[src/rtl/t07_fpu_div.sv]
// Restoring shift-subtract divider for unsigned 9.23 fixed point: one quotient bit per cycle, 56-edge latency.
// Optional round-to-nearest (ties up) when T07_FPU_DIV_ROUND_EN is defined; truncation otherwise.
module t07_fpu_div (
  input  logic        clk,
  input  logic        nrst,
  input  logic        start,
  input  logic [31:0] inA,
  input  logic [31:0] inB,
  input  logic        signA,
  input  logic        signB,
  output logic [31:0] result,
  output logic        sign,
  output logic        overflow,
  output logic        div_by_zero,
  output logic        busy,
  output logic        done
);

  typedef enum logic [1:0] {IDLE, RUN, DONE} state_t;

  state_t      state;
  state_t      state_nxt;
  logic [5:0]  cnt;
  logic [31:0] op_b;
  logic        op_sign;
  logic [32:0] rem;
  logic [54:0] quot;

  logic [33:0] trial;
  logic        trial_ge;
  logic [32:0] rem_nxt;
  logic [54:0] quot_nxt;
  logic [54:0] quot_fin;
  logic        q_ovf;
  logic        last_iter;

  assign last_iter = (cnt == 6'd54);

  // quot starts as the dividend and shifts left; its MSB feeds the remainder
  // while the new quotient bit enters at the LSB.
  assign trial    = {rem, quot[54]};
  assign trial_ge = (trial >= {2'b00, op_b});
  assign rem_nxt  = trial_ge ? (trial[32:0] - {1'b0, op_b}) : trial[32:0];
  assign quot_nxt = {quot[53:0], trial_ge};

`ifdef T07_FPU_DIV_ROUND_EN
  logic round_up;
  assign round_up = ({rem_nxt, 1'b0} >= {2'b00, op_b});
  assign quot_fin = quot_nxt + {54'd0, round_up};
`else
  assign quot_fin = quot_nxt;
`endif

  assign q_ovf = |quot_fin[54:32];

  always_ff @(posedge clk or negedge nrst) begin
    if (!nrst) begin
      state <= IDLE;
      busy  <= 1'b0;
      done  <= 1'b0;
    end else begin
      state <= state_nxt;
      busy  <= (state_nxt == RUN);
      done  <= (state_nxt == DONE);
    end
  end

  always_comb begin
    state_nxt = state;
    case (state)
      IDLE: begin
        if (start) begin
          state_nxt = (inB == 32'd0) ? DONE : RUN;
        end
      end
      RUN: begin
        if (last_iter) begin
          state_nxt = DONE;
        end
      end
      DONE:    state_nxt = IDLE;
      default: state_nxt = IDLE;
    endcase
  end

  always_ff @(posedge clk or negedge nrst) begin
    if (!nrst) begin
      cnt         <= 6'd0;
      op_b        <= 32'd0;
      op_sign     <= 1'b0;
      rem         <= 33'd0;
      quot        <= 55'd0;
      result      <= 32'd0;
      sign        <= 1'b0;
      overflow    <= 1'b0;
      div_by_zero <= 1'b0;
    end else begin
      case (state)
        IDLE: begin
          if (start) begin
            op_b    <= inB;
            op_sign <= signA ^ signB;
            rem     <= 33'd0;
            quot    <= {inA, 23'd0};
            cnt     <= 6'd0;
            if (inB == 32'd0) begin
              result      <= 32'd0;
              sign        <= signA ^ signB;
              overflow    <= 1'b1;
              div_by_zero <= 1'b1;
            end
          end
        end
        RUN: begin
          rem  <= rem_nxt;
          quot <= quot_nxt;
          cnt  <= cnt + 6'd1;
          if (last_iter) begin
            sign        <= op_sign;
            div_by_zero <= 1'b0;
            overflow    <= q_ovf;
            result      <= q_ovf ? 32'd0 : quot_fin[31:0];
          end
        end
        default: begin
        end
      endcase
    end
  end

endmodule

[config.mk]
export PLATFORM = sky130hd
export DESIGN_NAME = t07_fpu_div
export DESIGN_NICKNAME = d
export VERILOG_FILES = /design/src/rtl/t07_fpu_div.sv
export SDC_FILE = /design/constraint.sdc
export NUM_CORES = 1
export LEC_CHECK = 0
export BUFFER_PORTS_ARGS = -buffer_cell sky130_fd_sc_hd__buf_2
export CORE_MARGIN = 5
export CORE_UTILIZATION = 53
export DETAILED_ROUTE_END_ITERATION = 6
export GPL_TIMING_DRIVEN = 0
export PLACE_DENSITY = 0.77
export SETUP_SLACK_MARGIN = 0.2
export SKIP_LAST_GASP = 1
export SYNTH_ARGS = -nofsm -noshare
export SYNTH_HDL_FRONTEND = slang
export SYNTH_SLANG_ARGS = --single-unit
[constraint.sdc]
create_clock -name clk -period 2.5 [get_ports clk]
set_input_delay 0.25 -clock clk [delete_from_list [all_inputs] [get_ports clk]]
set_output_delay 0.25 -clock clk [all_outputs]
set_load 0.03 [all_outputs]
# Word-level counts from Yosys, hierarchy flattened
# Cells that the tools add are included.
[word_totals]
ff_bits = 166
latch_bits = 0
ramBits = 0
mem_bits_ro = 0
in_bits = 69
output_inout_bits = 37
word_cells = 56
n_memories = 0
[op_classes]
add_sub_neg = 2
mul = 0
n_div = 0
order_cmp = 1
eq_ne = 7
shifts = 0
mux = 26
bitwise_logic = 1
n_reduce_logical = 7
[ops]
columns = ["cell", "count"]
rows = [
  ["two-way mux 32 bit", 4],
  ["one-hot mux 55 bit (2 select lines)", 1],
  ["two-way mux 33 bit", 2],
  ["one-hot mux 33 bit (2 select lines)", 1],
  ["one-hot mux 32 bit (2 select lines)", 1],
  ["two-way mux 55 bit", 1],
  [">= comparator 34 x 32 -> 1 bit", 1],
  ["subtractor 33 x 32 -> 33 bit", 1],
  ["zero test 32 bit", 1],
  ["OR reduction 23 bit", 1],
  ["one-hot mux 6 bit (2 select lines)", 1],
  ["two-way mux 1 bit", 7],
  ["adder 6 x 1 -> 6 bit, second input constant", 1],
  ["equality test 6 bit, second input constant", 1],
  ["two-way mux 2 bit", 3],
  ["two-way mux 6 bit", 1],
  ["!= test 2 bit, second input constant", 3],
  ["one-hot mux 1 bit (2 select lines)", 3],
  ["equality test 2 x 1 -> 1 bit, second input constant", 2],
  ["one-hot mux 2 bit (2 select lines)", 1],
  ["AND reduction 2 bit", 2],
  ["AND reduction 4 bit", 1],
  ["equality test 2 bit, second input constant", 1],
  ["zero test 2 bit", 1],
  ["2 further kinds", 2],
]

# Logic depth before layout (Yosys ltp)
# Gate-level depths: netlist (run 1).
[depth]
ltp_word = 5
depth_mapped = 12
mapped_depth_nobuf = 11

# Worst setup path after synthesis (run 1)
# No wires, ideal clock.
[synth_timing]
kind = "register -> register"
start = "register op_b[0]"
end = "register rem[6]"
arrival_time_ns = 2.471
required_ns = 2.431
setup_slack_ns = -0.040
stages_incl_launch_ff = 11
synth_period_minus_slack_ns = 2.540
path_cell_list = "dfrtp_1 > ha_1 > fa_1 > nor2b_1 > o2111ai_1 > a21boi_2 > a211oi_2 > o21ai_1 > a21oi_2 > or4_1 > nand3_1"
[synth_via]
elab_chain_cells = 3
elab_cells_between_ends = 4
[synth_rtl]
columns = ["item", "line_no", "rtl"]
rows = [
  ["from (decl)", "24", "logic [31:0] op_b;"],
  ["from (signal assigned)", "101", "op_b <= inB;"],
  ["subtractor 33 x 32 -> 33 bit / >= comparator 34 x 32 -> 1 bit (equally long branches)", "43, 42", ""],
  ["two-way mux 33 bit *", "43", "assign rem_nxt = trial_ge ? (trial[32:0] - {1'b0, op_b}) : trial[32:0];"],
  ["one-hot mux 33 bit (2 select lines) *", "98", "case (state)"],
  ["to (signal assigned)", "115", "rem <= rem_nxt;"],
  ["to (decl)", "26", "logic [32:0] rem;"],
]
# Every way passes the cells marked *; elsewhere a longest branch is shown, timed or not.
# A chain may end at the register's enable or synchronous reset.

# Worst setup path in the final report (run 1)
[layout_timing]
start = "register rem[18]"
end = "register rem[11]"
[layout_via]
elab_chain_cells = 3
[layout_rtl]
columns = ["item", "line_no", "rtl"]
rows = [
  [">= comparator 34 x 32 -> 1 bit", "42", "assign trial_ge = (trial >= {2'b00, op_b});"],
  ["two-way mux 33 bit", "43", ""],
  ["one-hot mux 33 bit (2 select lines)", "98", ""],
]
# No other way between the ends.

==> flow_summary.html, run 1 <==
<table>
<tr><th>Metric</th><th>Value</th></tr>
<tr><th colspan="2">Setup path</th></tr>
<tr><td>Most repeated library cell on the critical path</td><td>nand3_1</td></tr>
<tr><td>Slowest library cell on the worst path</td><td>nor4b_2</td></tr>
<tr><td>Cell-by-cell trace of the critical path</td><td>ha_1 -&gt; clkbuf_2 -&gt; nand4_1 -&gt; nor4b_2 -&gt; nand3_1 -&gt; nand3_2 -&gt; a21oi_4 -&gt; buf_6 -&gt; buf_8 -&gt; buf_4 -&gt; nand3_1 -&gt; o311ai_2</td></tr>
<tr><td>Worst Setup Path Type</td><td>reg2reg</td></tr>
<tr><td>Arr. time, crit path</td><td>between 3000 and 4000 ps</td></tr>
<tr><td>Startpoint of the lowest-slack register-to-register path</td><td>rem[18]$_DFFE_PN0P_</td></tr>
<tr><td>Peak fanout along the critical path</td><td>8</td></tr>
<tr><td>Data required time at the worst endpoint</td><td>between 2000 and 3000 ps</td></tr>
<tr><td>Type of element capturing the critical path</td><td>flip-flop</td></tr>
<tr><td>Source of the critical timing path</td><td>rem[18]$_DFFE_PN0P_</td></tr>
<tr><td>Crit-path leading delay family</td><td>simple AND/OR/NAND/NOR gates</td></tr>
<tr><td>Buffering stage count on the worst path with inverters included</td><td>4</td></tr>
<tr><td>CP startpoint kind</td><td>flip-flop</td></tr>
<tr><td>Maximum cell stage delay along the critical path</td><td>450 ps</td></tr>
<tr><th colspan="2">Drt</th></tr>
<tr><td>DR top layer</td><td>met4</td></tr>
<tr><td>Detailed-route wire length on metal 1</td><td>around 11 mm</td></tr>
<tr><td>Aggregate routed wire length</td><td>approximately 25 mm</td></tr>
<tr><td>Drt drc</td><td>0</td></tr>
<tr><td>Vias after detailed routing</td><td>between 7000 and 8000</td></tr>
<tr><td>Number of DRC markers in iteration 0</td><td>between 800 and 900</td></tr>
<tr><td>Average detailed-routed wire length per instance</td><td>approximately 19 um</td></tr>
<tr><td>Detail Route met3 WL</td><td>1.73 mm</td></tr>
<tr><td>Antenna Nets Post-Route</td><td>0</td></tr>
<tr><td>Detailed-routing iteration count for the pre-antenna-repair pass</td><td>5</td></tr>
<tr><td>Routed via count divided by cell count</td><td>6.07</td></tr>
<tr><td>Met2 wire length</td><td>11.8 mm</td></tr>
<tr><th colspan="2">Clock network</th></tr>
<tr><td>CTS buffer count</td><td>17</td></tr>
<tr><td>CTS tree</td><td>built</td></tr>
<tr><td>Clock latency on the worst-skew pair</td><td>440 ps</td></tr>
<tr><td>Maximum level of the CTS H-tree</td><td>4</td></tr>
<tr><td>Clock Pin Slew Worst Setup and Hold Paths</td><td>~70 ps</td></tr>
<tr><td>Cell at the root of the clock tree</td><td>clkbuf_16</td></tr>
<tr><td>Total clock sinks</td><td>166</td></tr>
<tr><td>Buffers from clock root to sink, at most</td><td>2</td></tr>
<tr><th colspan="2">Cells and area</th></tr>
<tr><td>Count of placed standard cells in the final layout, fillers left out</td><td>1317</td></tr>
<tr><td>Number of nets in the layout</td><td>roughly 1200</td></tr>
<tr><td>Layout Area Growth over Synthesis</td><td>28.8%</td></tr>
<tr><td>Count of inserted antenna diode cells</td><td>0</td></tr>
<tr><td>Fraction of layout instances using a drive strength above 1</td><td>between 20% and 30%</td></tr>
<tr><th colspan="2">Synth</th></tr>
<tr><td>Ys Warns</td><td>0</td></tr>
<tr><td>Share of Yosys cell area claimed by the top area cell type</td><td>just under 50%</td></tr>
<tr><td>Xor and xnor fraction of the mapped netlist area</td><td>~3.3%</td></tr>
<tr><td>Adder-Cell Fraction of Synth Area</td><td>under 10%</td></tr>
<tr><td>Unique masters post-synth</td><td>between 50 and 60</td></tr>
<tr><td>Net count after synthesis</td><td>~1000</td></tr>
<tr><td>Largest family of logic cells by synthesized area</td><td>compound AO/OA/AOI/OAI gates</td></tr>
<tr><td>Post-synth top area cell</td><td>dfrtp_1</td></tr>
<tr><td>Area of the mapped netlist</td><td>between 8000 and 9000 um^2</td></tr>
<tr><td>Number of synthesized flops with an enable pin</td><td>0</td></tr>
<tr><td>Top post-synthesis cells by area</td><td>dfrtp_1 (48%), nand2_1 (6.7%), ha_1 (4.9%), a22o_1 (4.8%), o21ai_0 (4.3%)</td></tr>
<tr><td>Post-synthesis share of cell area spent on and, or, nand and nor gates</td><td>between 15 and 20%</td></tr>
<tr><td>Multiplexer share of the synthesized area</td><td>less than 1%</td></tr>
<tr><td>Commonest register cell after synthesis</td><td>dfrtp_1</td></tr>
<tr><td>Proportion of synthesized flip-flops having asynchronous set or reset</td><td>between 90% and 100%</td></tr>
<tr><td>Syn_area_per_cell</td><td>~9.3 um^2</td></tr>
<tr><td>Cells after synthesis</td><td>between 900 and 1000</td></tr>
<tr><td>Flop and latch count out of synthesis</td><td>around 170</td></tr>
<tr><td>Part of the Yosys area used for sequential elements</td><td>about 48%</td></tr>
<tr><td>Area fraction in compound gates after synthesis</td><td>between 20% and 30%</td></tr>
<tr><th colspan="2">STA</th></tr>
<tr><td>Final cycle utilization of the critical path</td><td>116%</td></tr>
<tr><td>Tightest Pin Transition</td><td>973 ps</td></tr>
<tr><td>Number of max-slew violations in the final report</td><td>0</td></tr>
<tr><td>Final worst setup slack</td><td>-403 ps</td></tr>
<tr><td>Clock Skews</td><td>6.58 ps</td></tr>
<tr><td>Final min period</td><td>just under 3000 ps</td></tr>
<tr><td>Number of hold-slack violations in the final timing report</td><td>0</td></tr>
<tr><td>Max frequency</td><td>0.344 GHz</td></tr>
<tr><td>Number of failing setup endpoints in the final timing report</td><td>35</td></tr>
<tr><td>Setup repair after global routing missed its margin</td><td>yes</td></tr>
<tr><td>Max-Slew Margin vs Limit</td><td>35.2%</td></tr>
<tr><th colspan="2">Global route</th></tr>
<tr><td>Number of global-route vias before repair</td><td>about 7500</td></tr>
<tr><td>Remaining global-route overflow</td><td>0</td></tr>
<tr><td>Pin count of the biggest net entering global routing</td><td>a little under 100</td></tr>
<tr><td>Antenna violations before repair</td><td>0</td></tr>
<tr><td>Global-route wire length before repair</td><td>between 30 and 40 mm</td></tr>
<tr><td>Total track usage</td><td>25.7%</td></tr>
<tr><th colspan="2">Floorplan</th></tr>
<tr><td>Row Count</td><td>between 40 and 50</td></tr>
<tr><td>Chip width</td><td>137 um</td></tr>
<tr><td>Vert. Die Dim</td><td>137 um</td></tr>
<tr><td>Effective utilization at floorplan</td><td>54.2%</td></tr>
<tr><td>Core area</td><td>between 15000 and 20000 um^2</td></tr>
<tr><td>Full die area</td><td>between 15000 and 20000 um^2</td></tr>
<tr><td>Number of top-level pins</td><td>~110</td></tr>
<tr><th colspan="2">Pwr</th></tr>
<tr><td>Power per cell area</td><td>around 1700 nW/um^2</td></tr>
<tr><td>Peak ir drop on the vdd network</td><td>0.868 mV</td></tr>
<tr><td>Leakage power of the design</td><td>4.99 nW</td></tr>
<tr><td>Final Power</td><td>about 0.019 W</td></tr>
<tr><th colspan="2">Status</th></tr>
<tr><td>Status</td><td>finished with violations</td></tr>
<tr><td>Failing checks</td><td>setup timing</td></tr>
<tr><th colspan="2">Placed design</th></tr>
<tr><td>Cell Count Post-Placement</td><td>roughly 1300</td></tr>
<tr><td>HPWL after DPL</td><td>about 16 mm</td></tr>
<tr><td>GPL Wtd Cong</td><td>between 0.9 and 1</td></tr>
<tr><td>Port-buffer cells</td><td>about 110</td></tr>
<tr><th colspan="2">Hold path</th></tr>
<tr><td>Worst min-delay path startpoint</td><td>inB[21]</td></tr>
<tr><td>Hold/Removal Path Class</td><td>in2reg</td></tr>
<tr><th colspan="2">Run</th></tr>
<tr><td>Max-capacitance violation count</td><td>0</td></tr>
</table>
[layer usage]
| metal | up-vias | GRT usage, % |
|---|---|---|
| li1 | 3667 | - |
| met3 | 107 | 4.86 |
| met2 | 376 | 40.5 |
| met5 | - | 0 |
| met4 | 0 | 12.4 |
| met1 | 3847 | 34.3 |
[cell usage after synthesis (14+ instances only)]
| library cell | instances |
|---|---|
| dfrtp_1 | 166 |
| nand2_1 | 153 |
| o21ai_0 | 74 |
| nor2_1 | 56 |
| inv_1 | 48 |
| a22o_1 | 47 |
| clkbuf_1 | 45 |
| a21oi_1 | 38 |
| ha_1 | 34 |
| a31oi_1 | 29 |
| nand3_1 | 21 |
| xnor2_1 | 18 |
| nand4_1 | 17 |
| nor4_1 | 16 |
| nor2b_1 | 15 |
| xor2_1 | 14 |
[registers in the layout (all words and copies together) (netlist names), 2 cells and up]
register,flops
rem,33
cnt,6
op_b,32
result,32
quot,55
state,2
[worst paths after layout]
kind	endpoint	slack [ps]	cells after the start
worst max-delay path	rem[11]$_DFFE_PN0P_	-400	12
worst min-delay path	op_b[21]$_DFFE_PN0P_	30	3
worst max register to register	rem[11]$_DFFE_PN0P_	-400	12
worst min register to register	result[29]$_DFFE_PN0P_	470	2
max in group asynchronous	rem[32]$_DFFE_PN0P_	1330	3
min in group asynchronous	rem[15]$_DFFE_PN0P_	320	2
[metrics by stage]
stage	hold slack, ps	cell area (um^2)	setup slack [ps]	util (%)	TNS (ps)
floorplan	-45.6	8660	46.2	-	0
global placement	457	9460	-1330	59.5	-232570
detailed placement	232	9490	-522	59.8	-15950
CTS	22.5	10400	-196	65.7	-4870
global route	42.1	11100	-411	69.8	-10480
finish	31.7	11100	-403	69.8	-9060
[layout by cell type, fill, tap and decap left out, types with 7 or more instances in the layout]
master and n:
a22oi_1 7, ha_4 9, clkbuf_1 30, nand3_2 11, buf_4 19, buf_2 108
o21ai_0 66, a21oi_2 8, a31oi_1 29, a21o_1 9, xnor2_1 17, nand2_1 153
inv_1 44, nand3_1 7, nand4_1 17, nor2_1 55, o21ai_1 13, clkbuf_2 15
nor4_1 14, xor2_1 14, a22o_1 47, nor2b_1 13, buf_6 11, ha_1 23
a21oi_1 28, dfrtp_1 165, clkbuf_16 18, a32oi_2 7
[power breakdown]
| part | leakage (nW) | switching (W) | total [W] | internal [W] |
|---|---|---|---|---|
| sequential | 2.05 | 0.000917 | 0.00474 | 0.00382 |
| combinational | 2.64 | 0.00623 | 0.0113 | 0.00502 |
| clock | 0.303 | 0.00117 | 0.00273 | 0.00156 |
[layout make-up]
cell class                 instances  area [um^2]
buffer                            59          303
clock buffer                      19          453
clock inverter                    13          161
fill                            1183         4800
inverter                          48          180
multi-input combinational        658         4670
sequential                       166         4160
tap                              216          270
timing repair buffer             138          890
[timing repair]
action	4_1_cts	5_1_grt
pin swaps	17	26
setup buffers	8	19
endpoints found under the hold margin	69	0
endpoints found under the setup margin	65	83
hold buffers	1	0
cloned	3	2
gates resized for setup	53	116
[worst min-delay path, stage by stage]
cell	delay, ps
buf_2	90
nand2_1	40
o21ai_0	50
[cells by family (layout without fill, tap and decap cells)]
logic type / after synthesis / count (layout)
AOI/OAI and AO/OA: 279 / 280
xor gates and xnor gates: 32 / 32
adders and majority gates: 35 / 35
buffers and inverters: 107 / 277
DFF: 166 / 166
muxes: 8 / 8
and+or+nand+nor: 303 / 303
Power figures use the tool's default switching activity.
==> run 2: changes to the inputs <==
--- a/config.mk
+++ b/config.mk
@@ -10,9 +10,10 @@
 export CORE_UTILIZATION = 53
 export DETAILED_ROUTE_END_ITERATION = 6
 export GPL_TIMING_DRIVEN = 0
+export MAX_ROUTING_LAYER = met4
 export PLACE_DENSITY = 0.77
+export REMOVE_ABC_BUFFERS = 1
 export SETUP_SLACK_MARGIN = 0.2
-export SKIP_LAST_GASP = 1
 export SYNTH_ARGS = -nofsm -noshare
 export SYNTH_HDL_FRONTEND = slang
 export SYNTH_SLANG_ARGS = --single-unit
==> run 2 against run 1 <==
The flow still finishes with violations (setup timing); fmax is 2.9% higher; non-clock buffer count fell by 42; critical path depth shrank 2; clock skew grew 3.3 ps; wire length fell by 6.0%; first-iteration DRC count is 3.9% lower; total power rose by 0.27%; die area unchanged; clock-buffer cell count shrank 1.
==> flow_summary.html, run 2 (synthesis gave the netlist of run 1 again) <==
<table>
<tr><th>Metric</th><th>Value</th></tr>
<tr><th colspan="2">Status</th></tr>
<tr><td>Status</td><td>finished with violations</td></tr>
<tr><td>Failing checks</td><td>setup timing</td></tr>
<tr><th colspan="2">Setup path</th></tr>
<tr><td>Worst Setup Path Type</td><td>reg2reg</td></tr>
<tr><td>Arr. time, crit path</td><td>3160 ps (-20 ps)</td></tr>
<tr><td>Peak fanout along the critical path</td><td>8 (unchanged)</td></tr>
<tr><td>CP startpoint kind</td><td>flip-flop</td></tr>
<tr><td>Worst R2R Path Depth</td><td>10 (-2)</td></tr>
<tr><td>Capture point of the worst path</td><td>rem[31]$_DFFE_PN0P_</td></tr>
<tr><td>Reg-to-reg endpoint</td><td>rem[31]$_DFFE_PN0P_</td></tr>
<tr><td>Startpoint of the lowest-slack register-to-register path</td><td>rem[27]$_DFFE_PN0P_</td></tr>
<tr><td>Source of the critical timing path</td><td>rem[27]$_DFFE_PN0P_</td></tr>
<tr><td>Type of element capturing the critical path</td><td>flip-flop</td></tr>
<tr><td>Data required time at the worst endpoint</td><td>2840 ps (+60 ps)</td></tr>
<tr><td>Reg-to-reg setup timing slack</td><td>-320 ps (+80 ps)</td></tr>
<tr><th colspan="2">Hold path</th></tr>
<tr><td>Hold/Removal Path Class</td><td>in2reg</td></tr>
<tr><td>Instance count along the most critical hold path</td><td>3 (unchanged)</td></tr>
<tr><th colspan="2">Pwr</th></tr>
<tr><td>Combinational power share</td><td>60.8% (+0.7 points)</td></tr>
<tr><td>Int Pwr</td><td>0.0106 W (+1.5%)</td></tr>
<tr><td>P_sw</td><td>0.00822 W (-1.3%)</td></tr>
<tr><td>Part of the power in the clock network</td><td>14.1% (-0.5 points)</td></tr>
<tr><td>Fraction of power consumed by sequential logic</td><td>25.1% (-0.2 points)</td></tr>
<tr><td>Peak ir drop on the vdd network</td><td>0.887 mV (+2.1%)</td></tr>
<tr><td>Leakage power of the design</td><td>4.97 nW (-0.39%)</td></tr>
<tr><td>Power per cell area</td><td>1690 nW/um^2 (+0.14%)</td></tr>
<tr><td>Sw Share</td><td>43.8% (-0.69 points)</td></tr>
<tr><th colspan="2">Floorplan</th></tr>
<tr><td>Number of top-level pins</td><td>106 (unchanged)</td></tr>
<tr><td>Full die area</td><td>18900 um^2 (unchanged)</td></tr>
<tr><td>Row Count</td><td>46 (unchanged)</td></tr>
<tr><td>Effective utilization at floorplan</td><td>54.2% (unchanged)</td></tr>
<tr><td>Vert. Die Dim</td><td>137 um (unchanged)</td></tr>
<tr><td>Core area</td><td>15900 um^2 (unchanged)</td></tr>
<tr><td>Chip width</td><td>137 um (unchanged)</td></tr>
<tr><th colspan="2">STA</th></tr>
<tr><td>Max frequency</td><td>0.354 GHz (+2.9%)</td></tr>
<tr><td>Worst hold slack</td><td>29.0 ps (-2.77 ps)</td></tr>
<tr><td>Tightest Pin Transition</td><td>901 ps (-72.0 ps)</td></tr>
<tr><td>Final cycle utilization of the critical path</td><td>113% (-3.3 points)</td></tr>
<tr><td>Final min period</td><td>2820 ps (-81.5 ps)</td></tr>
<tr><td>Clock Skews</td><td>9.91 ps (+3.33 ps)</td></tr>
<tr><td>Final worst setup slack</td><td>-322 ps (+81.5 ps)</td></tr>
<tr><td>Number of max-slew violations in the final report</td><td>0 (unchanged)</td></tr>
<tr><td>Number of hold-slack violations in the final timing report</td><td>0 (unchanged)</td></tr>
<tr><td>Setup repair after global routing missed its margin</td><td>yes</td></tr>
<tr><td>Max-Slew Margin vs Limit</td><td>39.7% (+4.5 points)</td></tr>
<tr><td>Number of failing setup endpoints in the final timing report</td><td>35 (unchanged)</td></tr>
<tr><th colspan="2">Drt</th></tr>
<tr><td>Drt drc</td><td>0 (unchanged)</td></tr>
<tr><td>Average detailed-routed wire length per instance</td><td>18.8 um (-2.9%)</td></tr>
<tr><td>Number of DRC markers in iteration 0</td><td>772 (-3.9%)</td></tr>
<tr><td>Routed via count divided by cell count</td><td>6.03 (-0.77%)</td></tr>
<tr><td>Vias after detailed routing</td><td>7688 (-3.9%)</td></tr>
<tr><td>Detailed-routing iteration count for the pre-antenna-repair pass</td><td>6 (+1)</td></tr>
<tr><td>Aggregate routed wire length</td><td>24.0 mm (-6.0%)</td></tr>
<tr><td>Antenna Nets Post-Route</td><td>0 (unchanged)</td></tr>
<tr><th colspan="2">Clock network</th></tr>
<tr><td>Clock latency on the worst-skew pair</td><td>440 ps (about the same)</td></tr>
<tr><td>Clock Pin Slew Worst Setup and Hold Paths</td><td>70 ps (about the same)</td></tr>
<tr><td>CTS tree</td><td>built</td></tr>
<tr><td>CTS buffer count</td><td>17 (unchanged)</td></tr>
<tr><td>Buffers from clock root to sink, at most</td><td>2 (unchanged)</td></tr>
<tr><td>Maximum level of the CTS H-tree</td><td>4 (unchanged)</td></tr>
<tr><td>Total clock sinks</td><td>166 (unchanged)</td></tr>
<tr><td>Cell at the root of the clock tree</td><td>clkbuf_16</td></tr>
<tr><th colspan="2">Cells and area</th></tr>
<tr><td>Number of nets in the layout</td><td>1151 (-3.4%)</td></tr>
<tr><td>Top Registers</td><td>quot x55, rem x33</td></tr>
<tr><td>Count of inserted antenna diode cells</td><td>0 (unchanged)</td></tr>
<tr><td>Max reg flops</td><td>55 (unchanged)</td></tr>
<tr><td>Commonest non-fill, non-tap cell in the layout</td><td>dfrtp_1</td></tr>
<tr><td>Commonest cells after routing, fill and taps aside</td><td>dfrtp_1 (166), nand2_1 (152), buf_2 (104), o21ai_0 (66), nor2_1 (55)</td></tr>
<tr><td>Finished Cell Area</td><td>11100 um^2 (+0.12%)</td></tr>
<tr><td>Most flops, register</td><td>quot</td></tr>
<tr><td>Layout Area Growth over Synthesis</td><td>29.0%</td></tr>
<tr><td>Final standard cell utilization of the core</td><td>69.8% (+0.087 points)</td></tr>
<tr><td>Fraction of layout instances using a drive strength above 1</td><td>25.3% (-0.60 points)</td></tr>
<tr><th colspan="2">Placed design</th></tr>
<tr><td>HPWL after DPL</td><td>14.1 mm (-14%)</td></tr>
<tr><td>Area after detailed placement</td><td>9390 um^2 (-1.1%)</td></tr>
<tr><td>Placement-stage worst setup slack</td><td>-1030 ps (-507 ps)</td></tr>
<tr><td>GPL Wtd Cong</td><td>0.881 (-7.3%)</td></tr>
<tr><td>Port-buffer cells</td><td>105 (unchanged)</td></tr>
<tr><th colspan="2">Run</th></tr>
<tr><td>Max-capacitance violation count</td><td>0 (unchanged)</td></tr>
<tr><th colspan="2">Global route</th></tr>
<tr><td>Global-route wire length before repair</td><td>36.5 mm (-3.8%)</td></tr>
<tr><td>Number of global-route vias before repair</td><td>7315 (-2.0%)</td></tr>
<tr><td>Remaining global-route overflow</td><td>0 (unchanged)</td></tr>
<tr><td>Antenna violations before repair</td><td>0 (unchanged)</td></tr>
<tr><td>Pin count of the biggest net entering global routing</td><td>109 (+11%)</td></tr>
<tr><td>Total track usage</td><td>25.1% (-0.56 points)</td></tr>
</table>
run 2: final cells by class:
type                       instances  area, um^2
sequential                       166        4150
inverter                          48         180
multi-input combinational        659        4720
timing repair buffer             155        1170
clock inverter                    14         168
clock buffer                      18         429
tap                              216         270
fill                            1166        4790
run 2: critical path: stages (launching register included):
cell and delay [ps]:
dfrtp_1 430, ha_1 480, nand4_1 310, nor4_1 390, nand3_1 160, nand3_2 170
a21oi_4 70, buf_6 140, buf_16 130, nand2b_4 210, o31ai_2 220
run 2: worst min path at each step:
stage	start	endpoint	slack (ps)
after floorplan	nrst	busy$_DFF_PN0_	-50
after global placement	result[0]$_DFFE_PN0P_	result[0]$_DFFE_PN0P_	460
after detailed placement	nrst	result[11]$_DFFE_PN0P_	200
after CTS	inB[6]	op_b[6]$_DFFE_PN0P_	30
after global routing	inB[23]	op_b[23]$_DFFE_PN0P_	20
final	inB[23]	op_b[23]$_DFFE_PN0P_	30
run 2: metal layers:
layer / global-route usage, % / part of all wire [%] / up-vias
met5: - / 0 / -
met4: 8.92 / 2.5 / 0
met3: 4.60 / 5.9 / 65
met2: 40.2 / 50 / 286
met1: 32.3 / 42 / 3759
li1: - / - / 3578
run 2: power by group through the flow:
stage | Sequential, W | Combinational, W | Clock (W)
2_1_floorplan | 0.00449 | 0.00597 | 0
3_3_place_gp | 0.00458 | 0.00746 | 0
3_5_place_dp | 0.00461 | 0.00780 | 0
4_1_cts | 0.00464 | 0.00957 | 0.00268
5_1_grt | 0.00484 | 0.0123 | 0.00280
6_report | 0.00472 | 0.0114 | 0.00265
run 2: what timing repair did:
| action | in CTS | in global routing |
|---|---|---|
| buffers inserted | 22 | 15 |
| endpoints found under the hold margin | 58 | 0 |
| gates cloned | 5 | 1 |
| resized for setup | 81 | 54 |
| endpoints found under the setup margin | 90 | 61 |
| pin swaps | 18 | 25 |
| hold buffers | 1 | 0 |
run 2: metrics by stage:
| step | TNS [ps] | total power, W | instances |
|---|---|---|---|
| after floorplan | -233420 | 0.0105 | 871 |
| after global placement | -747900 | 0.0120 | 1192 |
| after detailed placement | -49880 | 0.0124 | 1200 |
| after CTS | -1930 | 0.0169 | 1260 |
| after global routing | -10810 | 0.0199 | 1276 |
| final | -7160 | 0.0188 | 1276 |
